**src/rtl/scratch_mem_pkg.sv**
```systemverilog
// Shared types and default geometry for the scratch memory bridge and its response FIFO.
package scratch_mem_pkg;

  localparam int unsigned ADDR_W = 10;
  localparam int unsigned DATA_W = 32;
  localparam int unsigned MASK_W = DATA_W / 8;
  localparam int unsigned DEPTH  = 2 ** ADDR_W;

  typedef enum logic {
    CLEAR,
    RUN
  } state_t;

  typedef struct packed {
    logic              write;
    logic [DATA_W-1:0] rdata;
  } resp_t;

endpackage

```
**src/rtl/scratch_resp_fifo.sv**
```systemverilog
// Circular response FIFO: up to two pushes per cycle (slot 0 is older than slot 1), one pop.
module scratch_resp_fifo
  import scratch_mem_pkg::*;
#(
  parameter int unsigned ENTRIES = 3,
  localparam int unsigned PTR_W  = (ENTRIES > 1) ? $clog2(ENTRIES) : 1,
  localparam int unsigned CNT_W  = $clog2(ENTRIES + 1)
) (
  input  logic             clock,
  input  logic             reset,
  input  logic             i_push0,
  input  resp_t            i_data0,
  input  logic             i_push1,
  input  resp_t            i_data1,
  input  logic             i_pop,
  output resp_t            o_data,
  output logic [CNT_W-1:0] o_count
);

  resp_t            r_mem [ENTRIES];
  logic [PTR_W-1:0] r_wr_ptr;
  logic [PTR_W-1:0] r_rd_ptr;
  logic [CNT_W-1:0] r_count;
  logic [PTR_W-1:0] w_wr_nxt;
  logic [PTR_W-1:0] w_wr_nxt2;
  logic [PTR_W-1:0] w_slot1;

  function automatic logic [PTR_W-1:0] f_next(input logic [PTR_W-1:0] p);
    return (p == PTR_W'(ENTRIES - 1)) ? '0 : p + 1'b1;
  endfunction

  always_comb begin
    w_wr_nxt  = f_next(r_wr_ptr);
    w_wr_nxt2 = f_next(w_wr_nxt);
    w_slot1   = i_push0 ? w_wr_nxt : r_wr_ptr;
  end

  always_ff @(posedge clock) begin
    if (reset) begin
      r_wr_ptr <= '0;
      r_rd_ptr <= '0;
      r_count  <= '0;
    end else begin
      if (i_push0) r_mem[r_wr_ptr] <= i_data0;
      if (i_push1) r_mem[w_slot1]  <= i_data1;
      if (i_push0 && i_push1)      r_wr_ptr <= w_wr_nxt2;
      else if (i_push0 || i_push1) r_wr_ptr <= w_wr_nxt;
      if (i_pop) r_rd_ptr <= f_next(r_rd_ptr);
      r_count <= r_count + CNT_W'(i_push0) + CNT_W'(i_push1) - CNT_W'(i_pop);
    end
  end

  assign o_data  = r_mem[r_rd_ptr];
  assign o_count = r_count;

endmodule

```
**src/rtl/scratch_mem_bridge.sv**
```systemverilog
// Valid/ready front end for the 1024x32 scratch macro: zero-fill after reset, then
// in-order request/response traffic with buffered read data.
module scratch_mem_bridge
  import scratch_mem_pkg::*;
#(
  parameter int unsigned ADDR_W         = scratch_mem_pkg::ADDR_W,
  parameter int unsigned DATA_W         = scratch_mem_pkg::DATA_W,
  parameter int unsigned RESP_DEPTH     = 3,
  parameter bit          CLEAR_ON_RESET = 1'b1,
  localparam int unsigned MASK_W        = DATA_W / 8
) (
  input  logic              clock,
  input  logic              reset,
  input  logic              req_valid,
  output logic              req_ready,
  input  logic              req_write,
  input  logic [ADDR_W-1:0] req_addr,
  input  logic [DATA_W-1:0] req_wdata,
  input  logic [MASK_W-1:0] req_mask,
  output logic              resp_valid,
  input  logic              resp_ready,
  output logic              resp_write,
  output logic [DATA_W-1:0] resp_rdata,
  output logic              init_done,
  output logic              mem_W0_en,
  output logic [ADDR_W-1:0] mem_W0_addr,
  output logic [DATA_W-1:0] mem_W0_data,
  output logic [MASK_W-1:0] mem_W0_mask,
  output logic              mem_R0_en,
  output logic [ADDR_W-1:0] mem_R0_addr,
  input  logic [DATA_W-1:0] mem_R0_data
);

  localparam int unsigned CNT_W = $clog2(RESP_DEPTH + 1);

  state_t            r_state;
  state_t            w_state_nxt;
  logic [ADDR_W-1:0] r_clr_cnt;
  logic              r_inflight;
  logic [CNT_W-1:0]  w_fifo_count;
  logic              w_req_fire;
  logic              w_wr_fire;
  logic              w_rd_fire;
  logic              w_pop;
  resp_t             w_cap_resp;
  resp_t             w_wr_resp;
  resp_t             w_fifo_out;

  // Every owed response (queued or in flight) holds a slot; a new request may take the
  // last free one, so a capture and a write landing together can never overflow.
  assign req_ready  = !reset && (r_state == RUN) &&
                      ((32'(w_fifo_count) + 32'(r_inflight)) < RESP_DEPTH);
  assign w_req_fire = req_valid && req_ready;
  assign w_wr_fire  = w_req_fire && req_write;
  assign w_rd_fire  = w_req_fire && !req_write;

  assign resp_valid = !reset && (w_fifo_count != '0);
  assign w_pop      = resp_valid && resp_ready;
  assign resp_write = w_fifo_out.write;
  assign resp_rdata = w_fifo_out.rdata;
  assign init_done  = reset ? !CLEAR_ON_RESET : (r_state == RUN);

  always_comb begin
    w_state_nxt = r_state;
    mem_W0_en   = 1'b0;
    mem_W0_addr = req_addr;
    mem_W0_data = req_wdata;
    mem_W0_mask = req_mask;
    mem_R0_en   = 1'b0;
    mem_R0_addr = req_addr;
    if (!reset) begin
      unique case (r_state)
        CLEAR: begin
          mem_W0_en   = 1'b1;
          mem_W0_addr = r_clr_cnt;
          mem_W0_data = '0;
          mem_W0_mask = '1;
          if (r_clr_cnt == '1) w_state_nxt = RUN;
        end
        RUN: begin
          mem_W0_en = w_wr_fire;
          mem_R0_en = w_rd_fire;
        end
        default: w_state_nxt = r_state;
      endcase
    end
  end

  always_ff @(posedge clock) begin
    if (reset) begin
      if (CLEAR_ON_RESET) r_state <= CLEAR;
      else                r_state <= RUN;
      r_clr_cnt  <= '0;
      r_inflight <= 1'b0;
    end else begin
      r_state <= w_state_nxt;
      if (r_state == CLEAR) r_clr_cnt <= r_clr_cnt + 1'b1;
      r_inflight <= w_rd_fire;
    end
  end

  // The macro output tracks live RAM contents, so the capture must be pushed this cycle.
  assign w_cap_resp = '{write: 1'b0, rdata: mem_R0_data};
  assign w_wr_resp  = '{write: 1'b1, rdata: '0};

  scratch_resp_fifo #(
    .ENTRIES(RESP_DEPTH)
  ) u_resp_fifo (
    .clock   (clock),
    .reset   (reset),
    .i_push0 (r_inflight),
    .i_data0 (w_cap_resp),
    .i_push1 (w_wr_fire),
    .i_data1 (w_wr_resp),
    .i_pop   (w_pop),
    .o_data  (w_fifo_out),
    .o_count (w_fifo_count)
  );

endmodule
```
**config.mk**
```make
export PLATFORM = sky130hd
export DESIGN_NAME = scratch_mem_bridge
export DESIGN_NICKNAME = d
export VERILOG_FILES = /design/src/rtl/scratch_mem_pkg.sv /design/src/rtl/scratch_resp_fifo.sv /design/src/rtl/scratch_mem_bridge.sv
export SDC_FILE = /design/constraint.sdc
export NUM_CORES = 1
export LEC_CHECK = 0
export BUFFER_PORTS_ARGS = -buffer_cell sky130_fd_sc_hd__buf_2
export CORE_MARGIN = 4
export CORE_UTILIZATION = 56
export CTS_CLUSTER_SIZE = 10
export DETAILED_ROUTE_END_ITERATION = 8
export HOLD_SLACK_MARGIN = 0.12
export PLACE_DENSITY = 0.92
export SLEW_MARGIN = 20
export SYNTH_ARGS = -nofsm -noshare
export SYNTH_HDL_FRONTEND = slang
export SYNTH_SLANG_ARGS = --single-unit
```
**constraint.sdc**
```tcl
create_clock -name clock -period 4.3 [get_ports clock]
set_clock_uncertainty 0.1 [all_clocks]
set_input_delay 0.43 -clock clock [delete_from_list [all_inputs] [get_ports clock]]
set_output_delay 0.43 -clock clock [all_outputs]
set_load 0.005 [all_outputs]
```
==> After elaboration in Yosys (flattened, before gate mapping) <==
Memory sizes are Yosys's and may differ from the RTL's. A register that Yosys moved wholly into a read port is not among the register bits.
Cells that the tools add are included.
{ "word_totals": {"inputBits": 83, "memories": 1, "wordCells": 61, "output_inout_bits": 94, "mem_bits_rw": 99, "regBits": 18} }
{ "memory_table": {"columns": ["memory", "depth", "word_bits", "rd", "rd_clocked_by_memory_dff", "write_ports", "line_no", "source"], "rows": [
  ["u_resp_fifo.r_mem", 3, 33, 1, 1, 2, "scratch_resp_fifo.sv:20", "resp_t r_mem [ENTRIES];"]
]} }
{ "classes": {"n_addsub": 8, "eq_ne": 4, "n_bitwise": 1, "n_reduce_logical": 13, "order_cmp": 1, "n_mux": 27} }
{ "ops": {"columns": ["op", "count"], "rows": [
  ["2-to-1 mux 32 bit", 2],
  ["2-to-1 mux 10 bit", 2],
  ["2-to-1 mux 2 bit", 8],
  ["2-to-1 mux 1 bit", 12],
  ["adder 10 x 1 -> 10 bit (second input constant)", 1],
  ["== test 10 bit (second input constant)", 1],
  ["logical AND 1 bit", 8],
  ["2-to-1 mux 4 bit", 2],
  ["adder 2 x 1 -> 2 bit (second input constant)", 3],
  ["== test 2 bit (second input constant)", 3],
  ["adder 2 x 1 -> 2 bit", 2],
  ["nonzero test 2 bit", 2],
  ["adder 2 x 1 -> 3 bit", 1],
  ["less-than comparator 3 x 2 -> 1 bit (second input constant)", 1],
  ["logical NOT 1 bit", 2],
  ["case mux 1 bit (2 select lines)", 1],
  ["subtractor 2 x 1 -> 2 bit", 1],
  ["logical OR 1 bit", 1],
  ["NOT 1 bit", 1]
]} }

==> Longest topological paths before layout <==
{ "logic_depth": {"depth_word": 8, "mapped_depth": 9, "ltp_nobuf": 8} }

==> Modules after synthesis <==
Synthesis repeated with hierarchy kept, for this count alone.
{ "unflattened": {"hier_cells": 629, "area_unflattened_um2": 7084.3} }
{ "by_module_without_submodules": {"columns": ["module", "seq_area_each_um2", "n_inst", "cells_each", "area_per_inst_um2"], "rows": [
  ["scratch_resp_fifo", 3133.0, 1, 499, 6027.0],
  ["scratch_mem_bridge", 240.2, 1, 130, 1057.3]
]} }

==> Least setup slack after synthesis <==
OpenSTA, ideal clock, no wires.
{ "synth_timing": {"path_kind": "register to register", "from": "register r_inflight", "to": "register u_resp_fifo.r_count[1], in the netlist u_resp_fifo.o_count[1]", "required_time_ps": 4072, "n_path_buf": 1, "setup_slack_ps": 2081, "period_less_slack_ps": 2219, "t_arrival_ps": 1991, "stages_incl_launch_ff": 10, "setup_ps": 128, "cell_sequence": "dfxtp_1 > ha_1 > ha_1 > a21o_1 > nor2_1 > buf_4 > inv_1 > fa_1 > xnor2_1 > nor2_1"} }
{ "synth_via": {"elab_chain_len": 7, "word_cells_on_any_way": 8, "cone_classes": "4 x add/sub; 1 x order compare; 3 x reduce/logical"} }
{ "synth_lines": {"columns": ["element", "line_no", "source"], "rows": [
  ["from (decl)", "scratch_mem_bridge.sv:39", "logic r_inflight;"],
  ["from (signal assigned)", "scratch_mem_bridge.sv:98", "r_inflight <= w_rd_fire;"],
  ["adder 2 x 1 -> 3 bit", "scratch_mem_bridge.sv:52", "((32'(w_fifo_count) + 32'(r_inflight)) < RESP_DEPTH);"],
  ["less-than comparator 3 x 2 -> 1 bit", "scratch_mem_bridge.sv:52", null],
  ["logical AND 1 bit", "scratch_mem_bridge.sv:51", "assign req_ready = !reset && (r_state == RUN) &&"],
  ["logical AND 1 bit", "scratch_mem_bridge.sv:53", "assign w_req_fire = req_valid && req_ready;"],
  ["logical AND 1 bit", "scratch_mem_bridge.sv:54", "assign w_wr_fire = w_req_fire && req_write;"],
  ["adder 2 x 1 -> 2 bit (*)", "scratch_resp_fifo.sv:49", "r_count <= r_count + CNT_W'(i_push0) + CNT_W'(i_push1) - CNT_W'(i_pop);"],
  ["subtractor 2 x 1 -> 2 bit (*)", "scratch_resp_fifo.sv:49", null],
  ["to (signal assigned)", "scratch_resp_fifo.sv:49", null],
  ["to (decl)", "scratch_resp_fifo.sv:23", "logic [CNT_W-1:0] r_count;"]
]} }
Every way passes the cells marked *; elsewhere a longest branch is shown, timed or not.
A chain may end at the register's enable or synchronous reset.

==> Worst setup path after layout <==
{ "layout_timing": {"from": "register r_inflight", "to": "output mem_R0_en"} }
{ "layout_via": {"elab_chain_len": 7} }
{ "layout_lines": {"columns": ["element", "line_no", "source"], "rows": [
  ["adder 2 x 1 -> 3 bit", "scratch_mem_bridge.sv:52", null],
  ["less-than comparator 3 x 2 -> 1 bit", "scratch_mem_bridge.sv:52", null],
  ["logical AND 1 bit", "scratch_mem_bridge.sv:51", null],
  ["logical AND 1 bit", "scratch_mem_bridge.sv:53", null],
  ["logical AND 1 bit", "scratch_mem_bridge.sv:55", "assign w_rd_fire = w_req_fire && !req_write;"],
  ["2-to-1 mux 1 bit", "scratch_mem_bridge.sv:72", "unique case (r_state)"],
  ["2-to-1 mux 1 bit", "scratch_mem_bridge.sv:71", "if (!reset) begin"],
  ["to (decl)", "scratch_mem_bridge.sv:29", "output logic mem_R0_en,"]
]} }
No other way between the ends.

==> reports/qor.log <==
qor: min_path.worst_hold_startpoint req_write
qor: clock_tree.cts-root-to-sink-buffers 2
qor: cells_and_area.antennaDiodeCount 0
qor: setup_path.rr_startpoint r_inflight
qor: placed_design.dpl_worst_slack 1.674 ns
qor: timing.final.hold.worst_slack 0.1432 ns
qor: clock_tree.tritoncts built
qor: pwr.ir_drop 0.0002168 V
qor: clock_tree.cts_max_level 4
qor: synthesis.synth_sequential_area_ratio 41.40%
qor: synthesis.synth-seq-cells 119
qor: cells_and_area.multi_input_area 0.002982 mm2
qor: synthesis.synth_cell_type_count 45
qor: timing.timing.final.setup_violations 0
qor: placed_design.port_buffers 176
qor: placed_design.postPlaceCellArea 0.006489 mm2
qor: timing.finalCriticalPeriod 2.889 ns
qor: synthesis.share_of_flip_flops_with_an_asynchronous_set_or_reset 0%
qor: synthesis.synth_largest_type_area_fraction 41.40%
qor: status.run_status finished clean
qor: setup_path.crit_path_frequent_cell ha_1
qor: floorplanning.chipHeight 109.4 um
qor: drt.first_pass_iters 5
qor: synthesis.synthesis.yosys.warnings 0
qor: cells_and_area.mostFrequentLayoutCell buf_2
qor: clock_tree.cts_made_buffers 17
qor: drt.wl 15,530 um
qor: timing.rsz0062_at_grt no
qor: timing.timing.setup.tns 0 ns
qor: drt.detail_route.wl_per_cell 16.13 um
qor: global_routing.vias_in_the_first_global_route 5,346
qor: synthesis.synth_top_flop_cell dfxtp_1
qor: synthesis.netlist_area 0.005754 mm2
qor: floorplanning.die-width 109.4 um
qor: clock_tree.cts.clk_slew.worst_paths 0.06 ns
qor: setup_path.worst_setup_path_end_kind output pin
qor: pwr.powerDensity 363.7 mW/mm2
qor: global_routing.gr-usage-all-layers 26.10%
qor: global_routing.grt_overflow_total 0
qor: pwr.power.static_leakage 0.003003 uW
qor: cells_and_area.utilization 74.75%
qor: cells_and_area.area_of_all_sequential_standard_cells 0.002387 mm2
qor: drt.remaining_drc_errors 0
qor: min_path.hold-path-cell-count 2
qor: floorplanning.floorplan.initialDensity 58.07%
qor: setup_path.setup.worst_path.start_class register
qor: timing.timing.max_slew.rel_slack 25.68%
qor: synthesis.syn-num-nets 734
qor: cells_and_area.drive_gt1_share 28.92%
qor: min_path.hold_crit_path_type input port to register
qor: timing.finalHoldViolCount 0
qor: timing.final_critical_path_setup_slack 1.411 ns
qor: min_path.hold_path_end r_inflight
qor: synthesis.synth_top_area_cell dfxtp_1
qor: cells_and_area.area_growth 28.72%
qor: drt.detail-route-antenna-nets 0
qor: setup_path.worstSetupPathType register to output pin
qor: placed_design.hpwlAfterDp 9713 um
qor: timing.maxSlewViolCount 0
qor: drt.drt-initial-drc-count 297
qor: synthesis.postSynthAreaPerCell 8.908 um2
qor: setup_path.slowest_delay 0.57 ns
qor: global_routing.grt_start_max_net_pins 68
qor: global_routing.grt_first_pass_wirelength 24,930 um
qor: synthesis.synth.area.top_cells dfxtp_1 41%, mux2i_1 17%, a21oi_1 9.0%
qor: floorplanning.placement_rows 36
qor: clock_tree.clkLatencyLatePin 0.51 ns
qor: clock_tree.clk_root_buffer_cell clkbuf_8
qor: cells_and_area.num-nets-final 905
qor: setup_path.timing.critical_path.required 3.77 ns
qor: placed_design.gp_congestion 0.7826
qor: job.drv_cap 0
qor: clock_tree.ctsHoldBuffers 33
qor: clock_tree.number_of_resized_instances_in_the_post_cts_repair_step 0
qor: timing.fmaxAchievable 0.3461 GHz
qor: floorplanning.die_area 0.01196 mm2
qor: drt.detail_route.vias_per_cell 5.547
qor: clock_tree.clock_sinks 119
qor: cells_and_area.number_of_fill_cells_in_the_layout 731
qor: floorplanning.placeableCoreArea 0.009910 mm2
qor: global_routing.initial_antenna_violation_count 0
qor: setup_path.ff2ff_setup_slack 1.61 ns
qor: drt.via_count 5,342
qor: synthesis.synthCells 646
qor: setup_path.timing.critical_path.fanout_max 13
qor: setup_path.worstReg2RegEnd u_resp_fifo.r_mem[0][17]
qor: timing.timing.final.crit_share 67.19%
qor: synthesis.number_of_enable_flip_flop_cells_after_synthesis 0
qor: cells_and_area.final_cell_area 0.007407 mm2
qor: timing.slew_at_the_pin_with_the_worst_max_slew_slack 1.115 ns
qor: setup_path.critPathSlowestCell dfxtp_1
qor: cells_and_area.final_cell_mix 176 x buf_2, 117 x dfxtp_1, 104 x a21oi_1
qor: setup_path.crit_path_cell_trace ha_1, ha_1, a2111oi_2, and3b_1, buf_2
qor: setup_path.worst_ep_arrival_time 2.36 ns
qor: floorplanning.io-pin-count 177
qor: clock_tree.cts_setup_buffers 0
qor: setup_path.worst-r2r-cell-count 5
==> critical path: cells and delay by family (launching register included) <==
kind                       cells  cell delay, ns
AOI/OAI and AO/OA              1            0.42
adders and majority gates      2            0.48
buffers and inverters          1            0.12
DFF                            1            0.57
and+or+nand+nor                1            0.26
==> flip-flops by register name, summed over array words and instances, names as in the netlist, named ones only <==
signal and count:
u_resp_fifo.r_rd_ptr 2, u_resp_fifo.o_count 2, u_resp_fifo.r_mem 99, r_state 1, r_clr_cnt 10, u_resp_fifo.r_wr_ptr 2
r_inflight 1
==> power breakdown <==
part           internal [uW]  switching (uW)  total (uW)
Sequential              1120            10.5        1130
Combinational            105            79.4         185
Clock                    841             540        1380
Total                   2060             630        2690
==> cell usage after synthesis (all sizes together) (3+ instances only) <==
cell	n
a21o	3
a21oi	104
buf	44
clkbuf	20
dfxtp	119
ha	4
inv	6
mux2	10
mux2i	98
nand2	100
nand3	4
nand4b	4
nor2	12
nor2b	34
o21ai	40
or2	4
or3	5
xnor2	4
xor2	3
==> per-layer routing <==
layer  global-route usage (%)  part of all wire (%)  wire, um  vias up
li1                         -                     -         -     2573
met1                    30.66                    40      6265     2509
met2                    46.56                    51      7918      230
met3                    5.989                   7.1      1098       30
met4                    8.994                   1.6       249        0
met5                        0                     0         0        -
==> layout make-up <==
cell class,instances,area share [%]
Multi-Input combinational cell,457,40.25
Sequential cell,119,32.23
Clock inverter,14,2.264
Inverter,6,0.3041
Tap cell,133,2.247
Clock buffer,18,5.642
Timing Repair Buffer,216,17.06
==> cell families (layout without fill, tap and decap cells) <==
group                      count (synthesis)  in the layout  share of synthesized area [%]
AOI/OAI and AO/OA                        157            157                          14.53
xor gates and xnor gates                   7              7                          1.065
buffers and inverters                     70            254                          7.219
DFF                                      119            119                          41.40
muxes                                    108            108                          19.00
and+or+nand+nor                          180            180                          15.57
adders and majority gates                  5              5                          1.218
==> stage by stage <==
stage | power [uW] | instances
finish | 2694 | 963
global route | 2774 | 963
CTS | 2702 | 963
detailed placement | 1311 | 898
global placement | 1307 | 898
floorplan | 1222 | 646
==> worst max path at each step <==
| stage | startpoint | to |
|---|---|---|
| floorplan | r_inflight | u_resp_fifo.o_count[1] |
| global placement | r_inflight | u_resp_fifo.r_mem[0][11] |
| detailed placement | r_inflight | u_resp_fifo.r_mem[0][13] |
| CTS | r_inflight | mem_R0_en |
| global route | r_inflight | mem_R0_en |
| finish | r_inflight | mem_R0_en |
No activity file was read; power rests on OpenSTA's default activity.
